## src/rtl/seq_match_logger.sv

```systemverilog
// Timestamped detection logger: free-running cycle counter, timestamp FIFO,
// saturating match counter and sticky overflow flag for a host-side reader.
module seq_match_logger #(
  parameter int unsigned TS_W  = 16,
  parameter int unsigned DEPTH = 8,
  parameter int unsigned CNT_W = 16
) (
  input  logic             clk,
  input  logic             reset_n,
  input  logic             detected,
  input  logic             clear,
  input  logic             rd_en,
  output logic [TS_W-1:0]  rd_data,
  output logic             rd_valid,
  output logic             fifo_empty,
  output logic             fifo_full,
  output logic             overflow,
  output logic [CNT_W-1:0] match_count
);

  localparam int unsigned PTR_W = (DEPTH > 1) ? $clog2(DEPTH) : 1;
  localparam int unsigned OCC_W = $clog2(DEPTH + 1);
  localparam logic [OCC_W-1:0] OCC_FULL = OCC_W'(DEPTH);
  localparam logic [CNT_W-1:0] CNT_MAX  = {CNT_W{1'b1}};

  logic [TS_W-1:0]  ts_q, ts_d;
  logic [TS_W-1:0]  mem_q [DEPTH];
  logic [TS_W-1:0]  mem_d [DEPTH];
  logic [PTR_W-1:0] wr_ptr_q, wr_ptr_d;
  logic [PTR_W-1:0] rd_ptr_q, rd_ptr_d;
  logic [OCC_W-1:0] occ_q, occ_d;
  logic [TS_W-1:0]  rd_data_q, rd_data_d;
  logic             rd_valid_q, rd_valid_d;
  logic             empty_q, empty_d;
  logic             full_q, full_d;
  logic             overflow_q, overflow_d;
  logic [CNT_W-1:0] cnt_q, cnt_d;

  logic push_req_c, push_c, pop_c;

  // Next-state: clear dominates; a pop from a full FIFO frees room for a same-edge push.
  always_comb begin
    ts_d       = ts_q + TS_W'(1);
    mem_d      = mem_q;
    wr_ptr_d   = wr_ptr_q;
    rd_ptr_d   = rd_ptr_q;
    occ_d      = occ_q;
    rd_data_d  = rd_data_q;
    rd_valid_d = 1'b0;
    overflow_d = overflow_q;
    cnt_d      = cnt_q;

    push_req_c = detected & ~clear;
    pop_c      = rd_en & ~clear & (occ_q != '0);
    push_c     = push_req_c & ((occ_q != OCC_FULL) | pop_c);

    if (clear) begin
      ts_d       = '0;
      wr_ptr_d   = '0;
      rd_ptr_d   = '0;
      occ_d      = '0;
      overflow_d = 1'b0;
      cnt_d      = '0;
    end else begin
      if (pop_c) begin
        rd_data_d  = mem_q[rd_ptr_q];
        rd_valid_d = 1'b1;
        rd_ptr_d   = rd_ptr_q + PTR_W'(1);
      end
      if (push_c) begin
        mem_d[wr_ptr_q] = ts_q;
        wr_ptr_d        = wr_ptr_q + PTR_W'(1);
      end
      if (push_req_c && !push_c) begin
        overflow_d = 1'b1;
      end
      if (push_req_c && (cnt_q != CNT_MAX)) begin
        cnt_d = cnt_q + CNT_W'(1);
      end
      if (push_c && !pop_c) begin
        occ_d = occ_q + OCC_W'(1);
      end else if (pop_c && !push_c) begin
        occ_d = occ_q - OCC_W'(1);
      end
    end

    empty_d = (occ_d == '0);
    full_d  = (occ_d == OCC_FULL);
  end

  // State registers with asynchronous active-low reset.
  always_ff @(posedge clk or negedge reset_n) begin
    if (!reset_n) begin
      ts_q       <= '0;
      mem_q      <= '{default: '0};
      wr_ptr_q   <= '0;
      rd_ptr_q   <= '0;
      occ_q      <= '0;
      rd_data_q  <= '0;
      rd_valid_q <= 1'b0;
      empty_q    <= 1'b1;
      full_q     <= 1'b0;
      overflow_q <= 1'b0;
      cnt_q      <= '0;
    end else begin
      ts_q       <= ts_d;
      mem_q      <= mem_d;
      wr_ptr_q   <= wr_ptr_d;
      rd_ptr_q   <= rd_ptr_d;
      occ_q      <= occ_d;
      rd_data_q  <= rd_data_d;
      rd_valid_q <= rd_valid_d;
      empty_q    <= empty_d;
      full_q     <= full_d;
      overflow_q <= overflow_d;
      cnt_q      <= cnt_d;
    end
  end

  assign rd_data     = rd_data_q;
  assign rd_valid    = rd_valid_q;
  assign fifo_empty  = empty_q;
  assign fifo_full   = full_q;
  assign overflow    = overflow_q;
  assign match_count = cnt_q;

endmodule
```

## config.mk

```make
export PLATFORM = sky130hd
export DESIGN_NAME = seq_match_logger
export DESIGN_NICKNAME = d
export VERILOG_FILES = /design/src/rtl/seq_match_logger.sv
export SDC_FILE = /design/constraint.sdc
export NUM_CORES = 1
export LEC_CHECK = 0
export ABC_AREA = 1
export ABC_CLOCK_PERIOD_IN_PS = 1800
export CORE_MARGIN = 5
export CORE_UTILIZATION = 29
export CTS_CLUSTER_DIAMETER = 120
export CTS_CLUSTER_SIZE = 30
export DETAILED_ROUTE_END_ITERATION = 8
export PLACE_DENSITY = 0.54
export SYNTH_ARGS = -nofsm -noshare
export SYNTH_HDL_FRONTEND = slang
export SYNTH_SLANG_ARGS = --single-unit
```

## constraint.sdc

```tcl
create_clock -name clk -period 1.8 [get_ports clk]
set_input_delay 0.54 -clock clk [delete_from_list [all_inputs] [get_ports clk]]
set_output_delay 0.54 -clock clk [all_outputs]
set_load 0.01 [all_outputs]
```

==> summary.md, run 1 <==
| Metric | Value |
|---|---|
| Result of the run | `finished clean` |
| Core ar. | `30300 sq um` |
| YS warnings | `0` |
| Proportion of layout cells with a drive suffix above 1 | `0.121` |
| Worst path slowest cell | `sky130_fd_sc_hd__dfstp_2` |
| Worst-path fanout max | `1` |
| Worst-Margin Slew | `489 ps` |
| Cell class contributing the biggest share of worst-path delay | `flip-flops` |
| NetSw | `3.13 mW` |
| Count of pins over their slew limit | `0` |
| Fill cell instance count of the final layout | `slightly above 3000` |
| Critical setup path kind | `flip-flop to primary output` |
| Overflow after GRT | `0` |
| Unrepaired setup endpoints after global routing | `yes` |
| Tot GR Track Use | `0.138` |
| Share of the clock period used by the worst path after layout | `0.966` |
| DRT met1 WL | `11000 um` |
| Reg power frac | `0.451` |
| Type of destination of the critical path | `primary output` |
| Leakage power figure | `5.04 nW` |
| Path category of the worst min-delay check | `primary input to async pin` |
| Amount of wire on met3 after detailed routing | `about 650 um` |
| Clock tree from TritonCTS | `done` |
| Number of port buffers | `40` |
| HPWL after detailed placement | `14300 um` |
| Relative slew slack | `0.674` |
| DRT Pass-1 Iters | `5` |
| Number of buffers on the longest clock path | `2` |
| Antenna violations before repair | `0` |
| Layout Skew | `15.3 ps` |
| Uppermost signal routing layer after detailed routing | `met4` |
| Routed via count | `7223` |
| TritonCTS buffer count | `17` |
| Longest individual stage delay on the worst path | `510 ps` |
| Wire length of the first global-routing pass | `between 30000 and 40000 um` |
| Design internal power | `7.21 mW` |
| Number of DRC violations after detailed-routing iteration 0 | `431` |
| CTS clock-pin slew for the worst setup and hold paths | `90 ps` |
| Number of endpoints failing setup at the final stage | `0` |
| Synth top area cells | `sky130_fd_sc_hd__dfrtp_1, sky130_fd_sc_hd__nand2_1, sky130_fd_sc_hd__o21ai_0` |
| Buffering stage count on the worst path with inverters included | `1` |
| Endpoint of the worst-slack reg-to-reg timing path | `mem_q[42]` |
| Yosys top cell area share | `0.535` |
| Die Footprint | `between 30000 and 40000 sq um` |
| Total wirelength of the detailed-routed design | `~23000 um` |
| Detail Route Antenna Nets | `0` |
| Die width | `approximately 180 um` |
| Launching element of the worst setup path | `fifo_empty` |
| Mean number of vias per cell | `4.72` |
| Largest net degree at the start of global routing | `89` |
| Post-Synthesis Cells | `1052` |
| RePlAce Congestion | `0.797` |
| Clock period minus final worst setup slack | `1740 ps` |
| Clock network power share | `0.389` |
| Avg WL per Cell | `15.2 um` |
| Library cells used by synthesis | `32` |
| Achievable clock frequency | `575 MHz` |
| Endpoint of the worst setup timing path | `fifo_empty` |
| Final Util | `0.356` |
| Setup TNS after final layout | `0 ps` |
| Post-synthesis net count | `1063` |
| Netlist area before placement | `8840 sq um` |
| Number of nets in the finished design | `1132` |
| Largest area contributor in the synthesized netlist | `sky130_fd_sc_hd__dfrtp_1` |
| Effective utilization at floorplan | `0.291` |
| Internal reg-to-reg setup slack | `120 ps` |
| Number of antenna diodes | `0` |
| CP startpoint kind | `flip-flop` |
| # hold bufs at CTS | `0` |
| Met2 wirelength from detailed routing | `between 10000 and 15000 um` |
| Worst-case reg-to-reg path depth | `11` |
| IO Pins | `41` |
| Worst-path cell chain | `dlygate4sd2_1` |
| Fraction of power spent switching nets | `0.303` |
| Crit. path cell count | `1` |
| Worst endpoint data arrival time | `between 1000 and 1500 ps` |
| Row count | `64` |
| Area added between synthesis and finish | `22.1%` |
| Root Buffer | `sky130_fd_sc_hd__clkbuf_16` |
| Crit Reg-Reg Startpoint | `occ_q[1]` |
| Largest vdd supply drop | `about 0.7 mV` |
| DRC violation count after routing | `0` |
| Height of the chip | `185 um` |
| Power density relative to cell area | `957 nW/um^2` |
| Final count of hold timing violations | `0` |
| Maximum level of the CTS H-tree | `4` |
| Proportion of synthesized chip area in sequential cells | `0.538` |
| Clock network latency to the later pin of the worst-skew pair | `450 ps` |
| Synthesized flop and latch total | `190` |
| # clock sinks | `190` |
| Number of violations of the max-capacitance limit | `0` |
| Syn_area_per_cell | `around 8.4 sq um` |
| Data required, critical path | `approximately 1300 ps` |
| Part of the power in combinational logic | `0.160` |
| Number of global-route vias before repair | `7045` |
-- per-stage QoR --
stage	worst slack (ps)	cell area, sq um	hold slack [ps]	cells	power, mW
detailed placement	-509	9990	467	1485	6.52
CTS	5.71	10700	121	1527	10.5
global placement	-464	9990	461	1485	6.51
finish	60.8	10800	128	1530	10.3
floorplan	125	8840	244	1052	5.66
global route	-0.645	10800	138	1530	10.9
-- area by class of cell --
type,count,area [sq um],area share
clock buffer,17,425,0.0394
clock inverter,15,218,0.0202
inverter,57,214,0.0198
sequential,190,4760,0.441
multi-input combinational,745,3550,0.329
timing repair buffer,110,1130,0.105
tap,396,495,0.0459
-- per-layer routing --
| metal | global-route usage | vias to the layer above |
|---|---|---|
| met5 | 0 | - |
| met4 | 0.0370 | 0 |
| met3 | 0.0239 | 25 |
| met2 | 0.231 | 83 |
| met1 | 0.185 | 3493 |
| li1 | - | 3622 |
-- worst min-delay path by stage --
stage	from	end	slack, ps
4_1_cts	reset_n	mem_q[6]	120
2_1_floorplan	reset_n	fifo_full	240
3_3_place_gp	mem_q[90]	mem_q[90]	460
5_1_grt	reset_n	mem_q[6]	140
6_report	reset_n	mem_q[6]	130
3_5_place_dp	rd_data[15]	rd_data[15]	470
-- placed cells by master, fill, tap and decap left out, types with 10 or more instances in the layout --
master and instances:
sky130_fd_sc_hd__inv_1 50, sky130_fd_sc_hd__dlygate4sd2_1 34, sky130_fd_sc_hd__clkbuf_16 19, sky130_fd_sc_hd__a21oi_1 15
sky130_fd_sc_hd__o21ai_0 138, sky130_fd_sc_hd__nand3_1 27, sky130_fd_sc_hd__nand4_1 10, sky130_fd_sc_hd__buf_4 50
sky130_fd_sc_hd__dfrtp_1 184, sky130_fd_sc_hd__o21ai_1 95, sky130_fd_sc_hd__o211ai_1 34, sky130_fd_sc_hd__nor2_1 132
sky130_fd_sc_hd__buf_12 17, sky130_fd_sc_hd__nand2_1 251
-- synthesized netlist by cell type, drive strengths merged --
library cell and instances:
nand3b 2, xor2 1, o21a 1, o211ai 34, buf 39, inv 54, nor3 8, dfrtp 189
nand4 10, dfstp 1, xnor2 2, a21oi 15, o2bb2ai 1, ha 6, o21ai 234, o21bai 1
nand2 260, clkbuf 21, or2 1, clkinv 3, nand3 30, a32o 1, nor2 138
-- cell families after synthesis --
| logic type | count (synthesis) | share of synthesized area |
|---|---|---|
| AOI/OAI and AO/OA | 287 | 0.174 |
| buffers and inverters | 117 | 0.0696 |
| adders and majority gates | 6 | 0.00849 |
| DFF | 190 | 0.538 |
| and+or+nand+nor | 449 | 0.207 |
| xor gates and xnor gates | 3 | 0.00297 |
-- power by group through the flow --
stage / Clock, mW / Combinational [mW] / Sequential, mW
global placement: 0 / 1.76 / 4.75
CTS: 4.15 / 1.68 / 4.67
finish: 4.02 / 1.66 / 4.66
global route: 4.31 / 1.88 / 4.70
floorplan: 0 / 0.857 / 4.81
detailed placement: 0 / 1.77 / 4.75
-- state kept, by name, summed over array words and instances, names as in the netlist --
signal,flops
wr_ptr_q,3
match_count,16
ts_q,16
fifo_empty,1
occ_q,4
mem_q,128
rd_data,16
rd_valid,1
rd_ptr_q,3
fifo_full,1
overflow,1
-- timing repair --
action	4_1_cts	5_1_grt
buffers inserted	10	0
pin swaps	0	2
resized for setup	44	17
cloned	0	3
setup endpoints to repair	81	145
Power figures use the tool's default switching activity.
==> run 2: changes to the inputs <==
CELL_PAD_IN_SITES_DETAIL_PLACEMENT = 0   (was unset)
CELL_PAD_IN_SITES_GLOBAL_PLACEMENT = 1   (was unset)
GPL_TIMING_DRIVEN = 0   (was unset)
PLACE_DENSITY = 0.64   (was 0.54)
==> run 2 against run 1 <==
Net effect:
- die area did not move
- clock power down 5%
- cell area rose by 2.1%
- largest cell class unchanged
- non-clock buffer count up 27
- worst hold slack improved by 6.3 ps
- register-to-register slack got worse by 50 ps
- largest power group unchanged
- utilization rose by 0.76 points
- sequential power is essentially flat
==> summary.md, run 2 (synthesized netlist as in run 1, its figures left out) <==
| Metric | Value |
|---|---|
| Routed via count | `7326 (+1.4%)` |
| Clock network latency to the later pin of the worst-skew pair | `430 ps (-20 ps)` |
| Die width | `185 um (unchanged)` |
| Row count | `64 (unchanged)` |
| Power density relative to cell area | `941 nW/um^2 (-1.7%)` |
| IO Pins | `41 (unchanged)` |
| Result of the run | `finished clean` |
| Flip-flop count of the largest register, all copies and words added | `128 (unchanged)` |
| Number of violations of the max-capacitance limit | `0 (unchanged)` |
| Total chip power | `10.4 mW (+0.40%)` |
| Busiest grt layer | `met2` |
| # hold bufs at CTS | `0 (unchanged)` |
| Number of DRC violations after detailed-routing iteration 0 | `511 (+19%)` |
| Root Buffer | `sky130_fd_sc_hd__clkbuf_16` |
| Wire length of the first global-routing pass | `41000 um (+8.5%)` |
| Worst-case reg-to-reg path depth | `11 (unchanged)` |
| Die Footprint | `34100 sq um (unchanged)` |
| Cell class contributing the biggest share of worst-path delay | `flip-flops` |
| Leakage power figure | `5.17 nW (+2.5%)` |
| Worst endpoint data arrival time | `1200 ps (about the same)` |
| Detail Route Antenna Nets | `0 (unchanged)` |
| Maximum level of the CTS H-tree | `4 (unchanged)` |
| Placed instance area | `9770 sq um (-2.1%)` |
| Buffering stage count on the worst path with inverters included | `1 (unchanged)` |
| Critical setup path kind | `flip-flop to primary output` |
| Avg WL per Cell | `16.5 um (+8.5%)` |
| Crit. path cell count | `1 (unchanged)` |
| DRC violation count after routing | `0 (unchanged)` |
| Clock period minus final worst setup slack | `1740 ps (+0.987 ps)` |
| Clock tree from TritonCTS | `done` |
| Worst-path cell chain | `dlygate4sd2_1` |
| Core ar. | `30300 sq um (unchanged)` |
| Worst path slowest cell | `sky130_fd_sc_hd__dfstp_2` |
| Worst-Margin Slew | `841 ps (+352 ps)` |
| Height of the chip | `185 um (unchanged)` |
| Share of the clock period used by the worst path after layout | `0.967 (about the same)` |
| CP startpoint kind | `flip-flop` |
| Data required, critical path | `1260 ps (about the same)` |
| Largest net degree at the start of global routing | `100 (+12%)` |
| Most common cell after layout, fill and taps aside | `sky130_fd_sc_hd__nand2_1` |
| Crit Reg-Reg Startpoint | `occ_q[3]` |
| DRT Pass-1 Iters | `7 (+2)` |
| Met2 Resource Use GR | `0.248 (+0.0170)` |
| Endpoint of the worst-slack reg-to-reg timing path | `mem_q[117]` |
| Largest vdd supply drop | `0.677 mV (-4.2%)` |
| Mean number of vias per cell | `4.71 (-0.33%)` |
| Area added between synthesis and finish | `24.8%` |
| Effective utilization at floorplan | `0.291 (unchanged)` |
| RePlAce Congestion | `0.799 (+0.23%)` |
| Unrepaired setup endpoints after global routing | `yes` |
| Finished layout cell area | `11000 sq um (+2.1%)` |
| Layout Skew | `12.2 ps (-3.17 ps)` |
| TritonCTS buffer count | `17 (unchanged)` |
| Tot GR Track Use | `0.152 (+0.0147)` |
| Path category of the worst min-delay check | `primary input to async pin` |
| Final Util | `0.364 (+0.00763)` |
| Antenna violations before repair | `0 (unchanged)` |
| Final count of hold timing violations | `0 (unchanged)` |
| Grt met1 use | `0.215 (+0.0297)` |
| Number of buffers on the longest clock path | `2 (unchanged)` |
| Setup TNS after final layout | `0 ps (unchanged)` |
| Met3 track demand over resource in global routing | `0.0174 (-0.00651)` |
| Type of destination of the critical path | `primary output` |
| Proportion of layout cells with a drive suffix above 1 | `0.147 (+0.0265)` |
| Fill cell instance count of the final layout | `3131 (+1.6%)` |
| Number of endpoints failing setup at the final stage | `0 (unchanged)` |
| Internal reg-to-reg setup slack | `70 ps (-50 ps)` |
| Achievable clock frequency | `575 MHz (about the same)` |
| Number of nets in the finished design | `1159 (+2.4%)` |
| HPWL after detailed placement | `17900 um (+26%)` |
| Endpoint of the worst setup timing path | `fifo_empty` |
| Relative slew slack | `0.440 (-0.235)` |
| CTS clock-pin slew for the worst setup and hold paths | `70 ps (-20 ps)` |
| Overflow after GRT | `0 (unchanged)` |
| Number of antenna diodes | `0 (unchanged)` |
| Worst-path fanout max | `1 (unchanged)` |
| # clock sinks | `190 (unchanged)` |
| Launching element of the worst setup path | `fifo_empty` |
| Longest individual stage delay on the worst path | `520 ps (about the same)` |
| Number of port buffers | `40 (unchanged)` |
| Top register by number of flip-flops | `mem_q` |
| Number of global-route vias before repair | `7320 (+3.9%)` |
| Total wirelength of the detailed-routed design | `25600 um (+10%)` |
| Top library cells by usage in the layout, fill and taps aside | `sky130_fd_sc_hd__nand2_1, sky130_fd_sc_hd__dfrtp_1, sky130_fd_sc_hd__o21ai_0, sky130_fd_sc_hd__nor2_1, sky130_fd_sc_hd__o21ai_1` |
| Count of pins over their slew limit | `0 (unchanged)` |
run 2: layout make-up:
type / count / area, sq um / share of cell area
Clock buffer: 18 / 439 / 0.0398
Tap cell: 396 / 495 / 0.0449
Clock inverter: 14 / 153 / 0.0138
Buffer: 59 / 532 / 0.0482
Timing Repair Buffer: 78 / 778 / 0.0705
Multi-Input combinational cell: 745 / 3650 / 0.331
Sequential cell: 190 / 4770 / 0.432
Inverter: 57 / 219 / 0.0198
run 2: report_power, final:
part / internal, mW / switching (mW) / total [mW]
Combinational: 0.724 / 1.14 / 1.86
Clock: 2.00 / 1.83 / 3.83
Sequential: 4.52 / 0.173 / 4.69
run 2: metal layers:
metal,vias up,part of all wire
met2,117,0.48
li1,3675,-
met4,0,0.014
met3,22,0.025
met5,-,0
met1,3512,0.49
run 2: worst min path at each step:
stage | start | to | slack [ps] | depth (start not counted)
detailed placement | mem_q[108] | mem_q[108] | 460 | 2
CTS | reset_n | mem_q[113] | 200 | 1
global route | reset_n | mem_q[113] | 200 | 1
finish | reset_n | mem_q[113] | 130 | 1
floorplan | reset_n | fifo_full | 240 | 0
global placement | mem_q[108] | mem_q[108] | 460 | 2
run 2: metrics by stage:
step / worst slack (ps) / cells / hold slack [ps]
2_1_floorplan: 125 / 1052 / 244
3_3_place_gp: -8510 / 1488 / 460
3_5_place_dp: -797 / 1489 / 464
4_1_cts: 2.22 / 1533 / 197
5_1_grt: -43.2 / 1557 / 199
6_report: 59.8 / 1557 / 135
run 2: timing repair:
item	in CTS	in global routing
pin swaps	3	19
cloned	0	8
resized for setup	81	82
setup endpoints to repair	222	176
setup buffers	13	16
==> RTL change, RTL diff (config.mk and constraints of run 2) <==
Reset style: synchronous (`reset_n`), changed in one clocked block. Comments in the files are not updated.
--- a/src/rtl/seq_match_logger.sv
+++ b/src/rtl/seq_match_logger.sv
@@ -89,7 +89,7 @@
   end
 
   // State registers with asynchronous active-low reset.
-  always_ff @(posedge clk or negedge reset_n) begin
+  always_ff @(posedge clk) begin
     if (!reset_n) begin
       ts_q       <= '0;
       mem_q      <= '{default: '0};
Behaviour: differs if reset_n is asserted again (counterexample within 4 cycles, from zero or initial values and one cycle with reset_n low); with reset_n held inactive, the same outputs for 4 cycles.
==> RTL change against run 2 <==
Setup slack worse by 0.053 ns. Synthesized area down 4.5%. Design area up 0.51%. Hold slack better by 0.32 ns. Routed wire length up 21%. Clock skew down 0.0016 ns. Sequential cell count unchanged. Count of clock-buffer cells in the layout unchanged. Non-clock buffer count up 24. First-iteration DRC count down 0.20%. Critical endpoint is now mem_q[99]$_SDFFE_PN0P_.
Power is not compared: it rests on default switching activity, and its combinational part moved more than twofold at a synthesized area within 25%.
==> RTL change: results (changes against run 2) <==
stage	metric	value	unit	change
worst_hold_path	min_path_type	flop to flop		
finish	seq_area_share	34.6	%	-8.6 points
finish	fill_cells	3066		-2.1%
yosys	async_flop_share	0	%	-100 points
yosys	synth_cell_types	27		-16%
drt	wirelength	30900	um	+21%
worst_setup_path	crit_start	clear		
timing	relSlewSlack	27.7	%	-16 points
finish	nets	1272		+9.7%
outcome	outcome	completed		
drt	vias	8293		+13%
power_and_ir_drop	total_power	8.72	mW	
timing	clock_skew	0.0105	ns	-0.00165 ns
yosys	synthTopCellsByCount	204 x a21oi_1, 200 x nand2_1, 190 x dfxtp_1		
finish	clk_share	5.31	%	-0.050 points
finish	buffer_area_share	13.0	%	+1.1 points
global_routing	grt_pass1_vias	7814		+6.7%
drt	first_pass_iters	6		-1
worst_setup_path	arrival	2.12	ns	+0.92 ns
yosys	synth_top_cells_by_area	dfxtp_1 45%, a21oi_1 12%, nand2_1 8.9%		
yosys	yosysSeqAreaShare	45.0	%	-8.8 points
finish	n_all_inverters	112		+96%
finish	buffers	161		+18%
drt	drtIter0Drc	510		-0.20%
worst_setup_path	r2r_start	occ_q[1]$_SDFF_PN0_		
finish	drive_gt1_share	21.1	%	+6.4 points
finish	multi_input_area_share	38.9	%	+5.8 points
global_routing	grt_start_max_net_pins	19		-81%
placed_design	place.gp.congestion	0.834		+4.4%
[RTL change: cell count changes in the layout (fill, tap and decap cells not counted), sizes merged, moves of 58 or more]
cell,before,now
a21oi,15,204
dfrtp,189,0
dfxtp,0,190
inv,59,117
nand3,30,136
nor2,138,49
o21ai,234,110
[RTL change: logic make-up (layout without fill, tap and decap cells)]
logic type,Yosys count,count (layout),synth area share [%]
flip-flops,190,190,45.0
AND/OR/NAND/NOR,414,414,21.3
buffers and inverters,205,305,10.1
adder cells (fa/ha/maj),6,6,0.888
AO/OA/AOI/OAI,348,348,21.6
XOR/XNOR,11,11,1.14
[RTL change: critical path, stage by stage]
cell and delay, ns:
dlygate4sd2_1 0.38, nor2_4 0.19, nor2_4 0.06, inv_2 0.07
nand2_4 0.06, buf_6 0.12, nor2_4 0.11, buf_12 0.16
nand2_8 0.08, clkbuf_16 0.19, o21ai_2 0.11, a21oi_1 0.05
[RTL change: routing by layer]
layer | wire length (um) | share of wire [%] | global-route usage [%]
met5 | 0 | 0 | 0
met3 | 1440 | 4.7 | 3.26
met2 | 14200 | 46 | 29.5
met4 | 688 | 2.2 | 4.69
met1 | 14500 | 47 | 26.1
[RTL change: per-stage QoR]
stage | hold slack [ns] | util (%) | instances | area (um^2)
2_1_floorplan | 0.429 | - | 1174 | 8450
3_3_place_gp | 0.440 | 32.5 | 1598 | 9330
3_5_place_dp | 0.443 | 32.5 | 1598 | 9330
4_1_cts | 0.455 | 36.6 | 1650 | 10500
5_1_grt | 0.464 | 38.6 | 1658 | 11100
6_report | 0.453 | 38.6 | 1658 | 11100
[RTL change: repair_timing]
item	CTS	global route
pin swaps	16	16
endpoints found under the setup margin	222	173
resized for setup	186	146
cloned	8	3
setup buffers	18	9
